--- config.mk ---
export PLATFORM = sky130hd
export DESIGN_NAME = seat_alloc_sched
export DESIGN_NICKNAME = d
export VERILOG_FILES = /design/src/rtl/seat_alloc_sched.sv
export SDC_FILE = /design/constraint.sdc
export NUM_CORES = 1
export LEC_CHECK = 0
export BUFFER_PORTS_ARGS = -buffer_cell sky130_fd_sc_hd__buf_4
export CELL_PAD_IN_SITES_DETAIL_PLACEMENT = 0
export CELL_PAD_IN_SITES_GLOBAL_PLACEMENT = 1
export CORE_UTILIZATION = 51
export DETAILED_ROUTE_END_ITERATION = 10
export HOLD_SLACK_MARGIN = 0.08
export PLACE_DENSITY = 0.84
export SLEW_MARGIN = 30
export SYNTH_ARGS = -nofsm -noshare
export SYNTH_HDL_FRONTEND = slang
export SYNTH_SLANG_ARGS = --single-unit
--- constraint.sdc ---
create_clock -name clk -period 10.2 [get_ports clk]
set_input_delay 1.02 -clock clk [delete_from_list [all_inputs] [get_ports clk]]
set_output_delay 1.02 -clock clk [all_outputs]
set_load 0.02 [all_outputs]
--- src/rtl/seat_alloc_sched.sv ---
// seat_alloc_sched: round-robin kiosk arbiter over a shared seat table with wall-clock expiry sweeps.
// Build macro SEAT_ALLOC_AUTO_EN enables op 10 (reserve the lowest-index free seat).
module seat_alloc_sched #(
  parameter int NUM_REQ   = 4,
  parameter int NUM_SEATS = 16,
  parameter int SEAT_W    = 4,
  parameter int HOLD_MIN  = 120
) (
  input  logic                      clk,
  input  logic                      rst_n,
  input  logic [NUM_REQ-1:0]        req_valid,
  input  logic [2*NUM_REQ-1:0]      req_op,
  input  logic [SEAT_W*NUM_REQ-1:0] req_seat,
  output logic [NUM_REQ-1:0]        req_ready,
  input  logic [10:0]               time_in,
  input  logic                      rst_timer,
  output logic                      rsp_valid,
  output logic [2:0]                rsp_id,
  output logic                      rsp_ok,
  output logic [SEAT_W-1:0]         rsp_seat,
  output logic [NUM_SEATS-1:0]      seat_busy,
  output logic [SEAT_W:0]           free_cnt
);

  typedef enum logic [1:0] {IDLE = 2'd0, GRANT = 2'd1, EXEC = 2'd2, SWEEP = 2'd3} state_t;

  localparam logic [1:0]        OP_RES    = 2'b00;
  localparam logic [1:0]        OP_REL    = 2'b01;
  localparam logic [1:0]        OP_ANY    = 2'b10;
  localparam logic [SEAT_W-1:0] LAST_SEAT = SEAT_W'(NUM_SEATS - 1);

  function automatic logic [10:0] expiry_of(input logic [10:0] now);
    logic [11:0] sum;
    sum = {1'b0, now} + 12'(HOLD_MIN);
    return (sum >= 12'd1440) ? 11'(sum - 12'd1440) : sum[10:0];
  endfunction

  function automatic logic [SEAT_W:0] free_of(input logic [NUM_SEATS-1:0] busy);
    logic [SEAT_W:0] used;
    used = '0;
    for (int i = 0; i < NUM_SEATS; i++) used = used + {{SEAT_W{1'b0}}, busy[i]};
    return (SEAT_W+1)'(NUM_SEATS) - used;
  endfunction

  state_t                state_r, state_n;
  logic [10:0]           now_min_r;
  logic                  time_init_r;
  logic                  sweep_pend_r, sweep_pend_n;
  logic [SEAT_W-1:0]     idx_r, idx_n;
  logic [2:0]            ptr_r, ptr_n;
  logic [1:0]            op_r;
  logic [SEAT_W-1:0]     op_seat_r;
  logic [2:0]            id_r;
  logic [NUM_SEATS-1:0]  busy_r, busy_n;
  logic [10:0]           expiry_r [NUM_SEATS];
  logic [NUM_REQ-1:0]    req_ready_r, req_ready_n;
  logic                  rsp_valid_r, rsp_valid_n;
  logic [2:0]            rsp_id_r, rsp_id_n;
  logic                  rsp_ok_r, rsp_ok_n;
  logic [SEAT_W-1:0]     rsp_seat_r, rsp_seat_n;
  logic [SEAT_W:0]       free_cnt_r;

  logic [4:0]            hour_s;
  logic [5:0]            min_s;
  logic                  time_legal_s;
  logic [10:0]           time_min_s;
  logic                  min_tick_s;
  logic [NUM_REQ-1:0]    rot_s;
  logic [2:0]            off_s;
  logic [3:0]            win_sum_s;
  logic [2:0]            win_idx_s;
  logic [NUM_REQ-1:0]    grant_vec_s;
  logic [1:0]            win_op_s;
  logic [SEAT_W-1:0]     win_seat_s;
  logic                  latch_s;
  logic                  seat_in_range_s;
  logic                  exec_ok_s, exec_set_s, exec_clr_s;
  logic [SEAT_W-1:0]     exec_seat_s;
  logic [SEAT_W-1:0]     fail_seat_s;
  logic                  exp_we_s;

  assign hour_s       = time_in[10:6];
  assign min_s        = time_in[5:0];
  assign time_legal_s = (hour_s <= 5'd23) && (min_s <= 6'd59);
  assign time_min_s   = 11'(hour_s) * 11'd60 + 11'(min_s);
  // The first legal reading after reset only seeds now_min; later changes request a sweep.
  assign min_tick_s   = time_legal_s && time_init_r && (time_min_s != now_min_r);

  // Wall-clock capture; out-of-range readings are dropped and now_min holds.
  always_ff @(posedge clk) begin
    if (!rst_n) begin
      now_min_r   <= 11'd0;
      time_init_r <= 1'b0;
    end else if (time_legal_s) begin
      now_min_r   <= time_min_s;
      time_init_r <= 1'b1;
    end
  end

  // Round-robin pick: rotate requests so ptr_r lands on bit 0, then take the lowest set bit.
  always_comb begin
    rot_s = NUM_REQ'({req_valid, req_valid} >> ptr_r);
    off_s = 3'd0;
    for (int i = NUM_REQ - 1; i >= 0; i--) off_s = rot_s[i] ? 3'(i) : off_s;
    win_sum_s = {1'b0, ptr_r} + {1'b0, off_s};
    win_idx_s = (win_sum_s >= 4'(NUM_REQ)) ? 3'(win_sum_s - 4'(NUM_REQ)) : win_sum_s[2:0];
  end

  assign grant_vec_s     = {{(NUM_REQ-1){1'b0}}, 1'b1} << win_idx_s;
  assign win_op_s        = 2'(req_op >> {win_idx_s, 1'b0});
  assign win_seat_s      = SEAT_W'(req_seat >> (int'(win_idx_s) * SEAT_W));
  assign seat_in_range_s = ({1'b0, op_seat_r} < (SEAT_W+1)'(NUM_SEATS));
  assign fail_seat_s     = (op_r == OP_ANY) ? '0 : op_seat_r;

`ifdef SEAT_ALLOC_AUTO_EN
  logic [SEAT_W-1:0] free_idx_s;
  logic              any_free_s;

  // Lowest-index free seat for the reserve-any op.
  always_comb begin
    free_idx_s = '0;
    for (int i = NUM_SEATS - 1; i >= 0; i--) free_idx_s = busy_r[i] ? free_idx_s : SEAT_W'(i);
  end

  assign any_free_s = ~&busy_r;
`endif

  // Outcome of the latched op against the current table.
  always_comb begin
    exec_ok_s   = 1'b0;
    exec_set_s  = 1'b0;
    exec_clr_s  = 1'b0;
    exec_seat_s = op_seat_r;
    case (op_r)
      OP_RES: begin
        if (seat_in_range_s && !busy_r[op_seat_r]) begin
          exec_ok_s  = 1'b1;
          exec_set_s = 1'b1;
        end else begin
          exec_ok_s  = 1'b0;
        end
      end
      OP_REL: begin
        if (seat_in_range_s && busy_r[op_seat_r]) begin
          exec_ok_s  = 1'b1;
          exec_clr_s = 1'b1;
        end else begin
          exec_ok_s  = 1'b0;
        end
      end
      OP_ANY: begin
`ifdef SEAT_ALLOC_AUTO_EN
        if (any_free_s) begin
          exec_ok_s   = 1'b1;
          exec_set_s  = 1'b1;
          exec_seat_s = free_idx_s;
        end else begin
          exec_seat_s = '0;
        end
`else
        exec_seat_s = '0;
`endif
      end
      default: exec_ok_s = 1'b0;
    endcase
  end

  // FSM next state, table update and response generation.
  always_comb begin
    state_n      = state_r;
    busy_n       = busy_r;
    sweep_pend_n = sweep_pend_r | min_tick_s;
    idx_n        = idx_r;
    ptr_n        = ptr_r;
    latch_s      = 1'b0;
    exp_we_s     = 1'b0;
    req_ready_n  = '0;
    rsp_valid_n  = 1'b0;
    rsp_ok_n     = 1'b0;
    rsp_id_n     = rsp_id_r;
    rsp_seat_n   = rsp_seat_r;
    if (rst_timer) begin
      // Daily reset wipes the table and any pending sweep; a running grant still finishes.
      busy_n       = '0;
      sweep_pend_n = 1'b0;
      case (state_r)
        IDLE:  state_n = IDLE;
        GRANT: state_n = EXEC;
        EXEC: begin
          state_n     = IDLE;
          rsp_valid_n = 1'b1;
          rsp_id_n    = id_r;
          rsp_seat_n  = fail_seat_s;
        end
        default: state_n = IDLE;
      endcase
    end else begin
      case (state_r)
        IDLE: begin
          if (sweep_pend_r) begin
            state_n      = SWEEP;
            idx_n        = '0;
            sweep_pend_n = min_tick_s;
          end else if (|req_valid) begin
            state_n     = GRANT;
            req_ready_n = grant_vec_s;
            ptr_n       = (win_idx_s == 3'(NUM_REQ - 1)) ? 3'd0 : win_idx_s + 3'd1;
            latch_s     = 1'b1;
          end else begin
            state_n = IDLE;
          end
        end
        GRANT: state_n = EXEC;
        EXEC: begin
          state_n     = IDLE;
          rsp_valid_n = 1'b1;
          rsp_id_n    = id_r;
          rsp_ok_n    = exec_ok_s;
          rsp_seat_n  = exec_seat_s;
          if (exec_set_s) begin
            busy_n[exec_seat_s] = 1'b1;
            exp_we_s            = 1'b1;
          end else if (exec_clr_s) begin
            busy_n[exec_seat_s] = 1'b0;
          end else begin
            busy_n = busy_r;
          end
        end
        SWEEP: begin
          if (busy_r[idx_r] && (expiry_r[idx_r] == now_min_r)) busy_n[idx_r] = 1'b0;
          else busy_n = busy_r;
          if (idx_r == LAST_SEAT) state_n = IDLE;
          else idx_n = idx_r + SEAT_W'(1);
        end
        default: state_n = IDLE;
      endcase
    end
  end

  // State, table and registered outputs.
  always_ff @(posedge clk) begin
    if (!rst_n) begin
      state_r      <= IDLE;
      sweep_pend_r <= 1'b0;
      idx_r        <= '0;
      ptr_r        <= 3'd0;
      op_r         <= 2'b00;
      op_seat_r    <= '0;
      id_r         <= 3'd0;
      busy_r       <= '0;
      req_ready_r  <= '0;
      rsp_valid_r  <= 1'b0;
      rsp_id_r     <= 3'd0;
      rsp_ok_r     <= 1'b0;
      rsp_seat_r   <= '0;
      free_cnt_r   <= (SEAT_W+1)'(NUM_SEATS);
    end else begin
      state_r      <= state_n;
      sweep_pend_r <= sweep_pend_n;
      idx_r        <= idx_n;
      ptr_r        <= ptr_n;
      busy_r       <= busy_n;
      req_ready_r  <= req_ready_n;
      rsp_valid_r  <= rsp_valid_n;
      rsp_id_r     <= rsp_id_n;
      rsp_ok_r     <= rsp_ok_n;
      rsp_seat_r   <= rsp_seat_n;
      free_cnt_r   <= free_of(busy_n);
      if (latch_s) begin
        op_r      <= win_op_s;
        op_seat_r <= win_seat_s;
        id_r      <= win_idx_s;
      end
    end
  end

  // Expiry stamps; contents only matter while the matching busy bit is set.
  always_ff @(posedge clk) begin
    if (!rst_n) begin
      for (int i = 0; i < NUM_SEATS; i++) expiry_r[i] <= 11'd0;
    end else if (exp_we_s) begin
      expiry_r[exec_seat_s] <= expiry_of(now_min_r);
    end
  end

  assign req_ready = req_ready_r;
  assign rsp_valid = rsp_valid_r;
  assign rsp_id    = rsp_id_r;
  assign rsp_ok    = rsp_ok_r;
  assign rsp_seat  = rsp_seat_r;
  assign seat_busy = busy_r;
  assign free_cnt  = free_cnt_r;

endmodule

==> results.md <==
* Post-synthesis cell type count at 78
* Synthesized area at 13300 um^2
* Clock Latency Late Sink at 0.55 ns
* Leakage at 0.00545 uW
* FF+latch count, synth at 245
* Critical path class: reg -> reg
* GRT overflow at 0
* Cell taking the most area after synthesis: edfxtp_1
* Max H-tree Level at 1
* Reg2reg path depth at 22
* Startpoint class of the critical path: flip-flop
* Worst path required time at 10.60 ns
* Hold buffer count at cts at 0
* Post-synth top area share at 0.396
* Worst-margin pin slew at 1.02 ns
* I/O Buffers at 75
* Via-to-Cell Ratio at 6.04
* Period minus WS final at 7.56 ns
* Post-CTS sizing at 0
* First-pass GRT wire length at 53400 um
* Pin count of the biggest net entering global routing at 36
* Cell Rows at 58
* CP arrival at 7.96 ns
* CTS Sinks at 245
* Detail Route Antenna Nets at 0
* CP Max Fanout at 30
* CTS Buf Count at 28
* Root Driver: clkbuf_16
* Post-layout util at 0.588
* Antenna cells at 0
* Fraction of registers with async set/reset at 0
* Starting DRT DRC Count at 935
* Gpl congestion at 0.894
* Dpl ws at 2.71 ns
* Dominant cells by area after synthesis: edfxtp_1 (40%), dfxtp_1 (10%), mux4_2 (8.3%)
* Setup-failing EPs final at 0
* Power per cell area at 191 nW/um^2
* CTS tree: done
* Setup slack after layout at 2.64 ns
* Crit end category: flip-flop
* DRC Markers at 0
* Clock transition at path regs at 0.06 ns
* Layout Area Growth over Synthesis at 12.0%
* Top FF cell, synth: edfxtp_1
* Full die area at 26800 um^2
* F_max at 0.132 GHz
* Mapped Nets at 1286
* Setup Buffers After CTS at 0
* GRT Util Overall at 0.267
* Final #Nets at 1312
* Routed wire length at 34600 um
* Max-Cap Viols at 0
* Per-cell routed wire length at 22.1 um
* Layout cells sized above 1 at 0.172
* Setup Total Neg Slack at 0 ns
* Die H at 164 um
* Via count at 9465
* R2r setup slk at 2.64 ns
* Hold WC Path Type: reg -> reg
* Cells after Synth at 1188
* Avg Cell Area, Syn at 11.2 um^2
* Hold Startpoint: id_r[2]
* Sequential share of the synthesized area at 0.500
* Iteration count of the initial detailed-routing pass at 5
* EDFF count, synth at 176
* Fin crit share at 0.741
* Slew margin rel. at 0.320
* Vias in the first global route at 9290
* Initial Utilization at 0.525
* Ys Warns at 0
* Core region area at 25400 um^2
* Outcome: completed
* Peak supply drop at 0.124 mV
* Worst Hold Depth at 2
* Final Hold Fails at 0
* CTS Buffer Depth at 3
* Post-DP HPWL at 23500 um
* Initial antenna violation count at 0
* I/O Pins at 76
* DIE WIDTH at 164 um
* RSZ-0062 raised after global routing: no
* Slew Limit Fails at 0
* Clock skew at 0.0150 ns
==> stage by stage <==
step	cell area [um^2]	total power, uW	hold slack, ns	std cells
3_3_place_gp	14000	1830	0.444	1514
4_1_cts	14900	2860	0.458	1566
6_report	14900	2860	0.455	1566
2_1_floorplan	13300	1650	0.432	1188
3_5_place_dp	14000	1850	0.450	1514
5_1_grt	14900	2970	0.466	1566
==> final cells by class <==
cell class / count / area, um^2
inverter: 47 / 176
fill: 2122 / 10500
sequential: 245 / 6670
tap: 330 / 413
clock buffer: 32 / 737
multi-input combinational: 807 / 6100
clock inverter: 20 / 201
timing repair buffer: 85 / 638
==> placed cells by master, fill, tap and decap left out, types with 14 or more instances in the layout <==
cell type / synthesis / routed
a22oi_1: 14 / 14
a21oi_1: 34 / 34
mux2i_1: 38 / 38
fa_1: 20 / 20
nand3_1: 15 / 15
inv_1: 43 / 43
xnor2_1: 34 / 34
mux4_2: 49 / 49
clkbuf_16: 0 / 29
ha_1: 36 / 36
nand2b_1: 14 / 14
nor2_1: 251 / 251
dfxtp_1: 69 / 67
o21ai_0: 18 / 18
a211oi_1: 15 / 15
edfxtp_1: 176 / 176
buf_4: 3 / 85
nand2_1: 87 / 87
==> final timing paths <==
path                 end
max          free_cnt[4]
min            rsp_id[2]
max reg2reg  free_cnt[4]
min reg2reg    rsp_id[2]
==> power breakdown <==
group	internal [uW]	switching, uW	leakage [uW]
Clock	617	406	0.000460
Combinational	248	405	0.00261
Sequential	1120	62.9	0.00238
Total	1980	874	0.00545
==> cell usage after synthesis (4+ instances only) <==
cell        n
a211oi_1   15
a21o_1      4
a21oi_1    34
a22oi_1    14
a311o_1     6
a311oi_1   11
a31oi_1     8
and2_1     12
buf_1       5
buf_2      17
buf_6       9
clkbuf_1   55
clkinv_1    4
dfxtp_1    69
edfxtp_1  176
fa_1       20
ha_1       36
inv_1      43
mux2_2     10
mux2i_1    38
mux4_2     49
nand2_1    87
nand2b_1   14
nand3_1    15
nor2_1    251
nor2b_1     9
nor3_1     10
nor4_1      6
nor4b_1     5
o2111a_1    6
o211ai_1    7
o21a_1      4
o21ai_0    18
or2_2       6
or3_1       4
xnor2_1    34
xor2_1     10
==> flip-flops by register name, summed over array words and instances, names as in the netlist, 4 cells and up, named ones only <==
signal     count
expiry_r     176
free_cnt       5
idx_r          4
now_min_r     11
op_seat_r      4
req_ready      4
rsp_seat       4
seat_busy     16
==> worst max-delay path, stage by stage (launching register included) <==
cell,delay (ns)
dfxtp_2,0.50
buf_4,0.46
mux4_2,0.58
mux2i_1,0.22
xnor2_1,0.18
a41oi_2,0.21
or4_1,0.52
and4bb_1,0.79
a311oi_1,0.26
fa_1,0.58
inv_1,0.04
ha_1,0.20
fa_1,0.50
inv_1,0.05
fa_1,0.44
fa_1,0.51
inv_1,0.06
fa_1,0.51
ha_1,0.14
inv_1,0.05
fa_1,0.38
xor2_1,0.14
nand2_1,0.07
==> routing by layer <==
metal / GRT usage / routed length, um / vias up
li1: - / - / 4318
met5: 0 / 0 / -
met2: 0.439 / 16600 / 402
met1: 0.368 / 14500 / 4684
met3: 0.0359 / 2610 / 61
met4: 0.0804 / 878 / 0
==> logic make-up (layout without fill, tap and decap cells) <==
logic type                 after synthesis  count (layout)  synth area share
AOI/OAI and AO/OA                      159             159            0.0872
xor gates and xnor gates                46              46            0.0318
adders and majority gates               56              56            0.0638
buffers and inverters                  136             184            0.0458
DFF                                    245             245             0.500
muxes                                  100             100             0.122
and+or+nand+nor                        446             446             0.149
(Power assumes the default switching activity.)
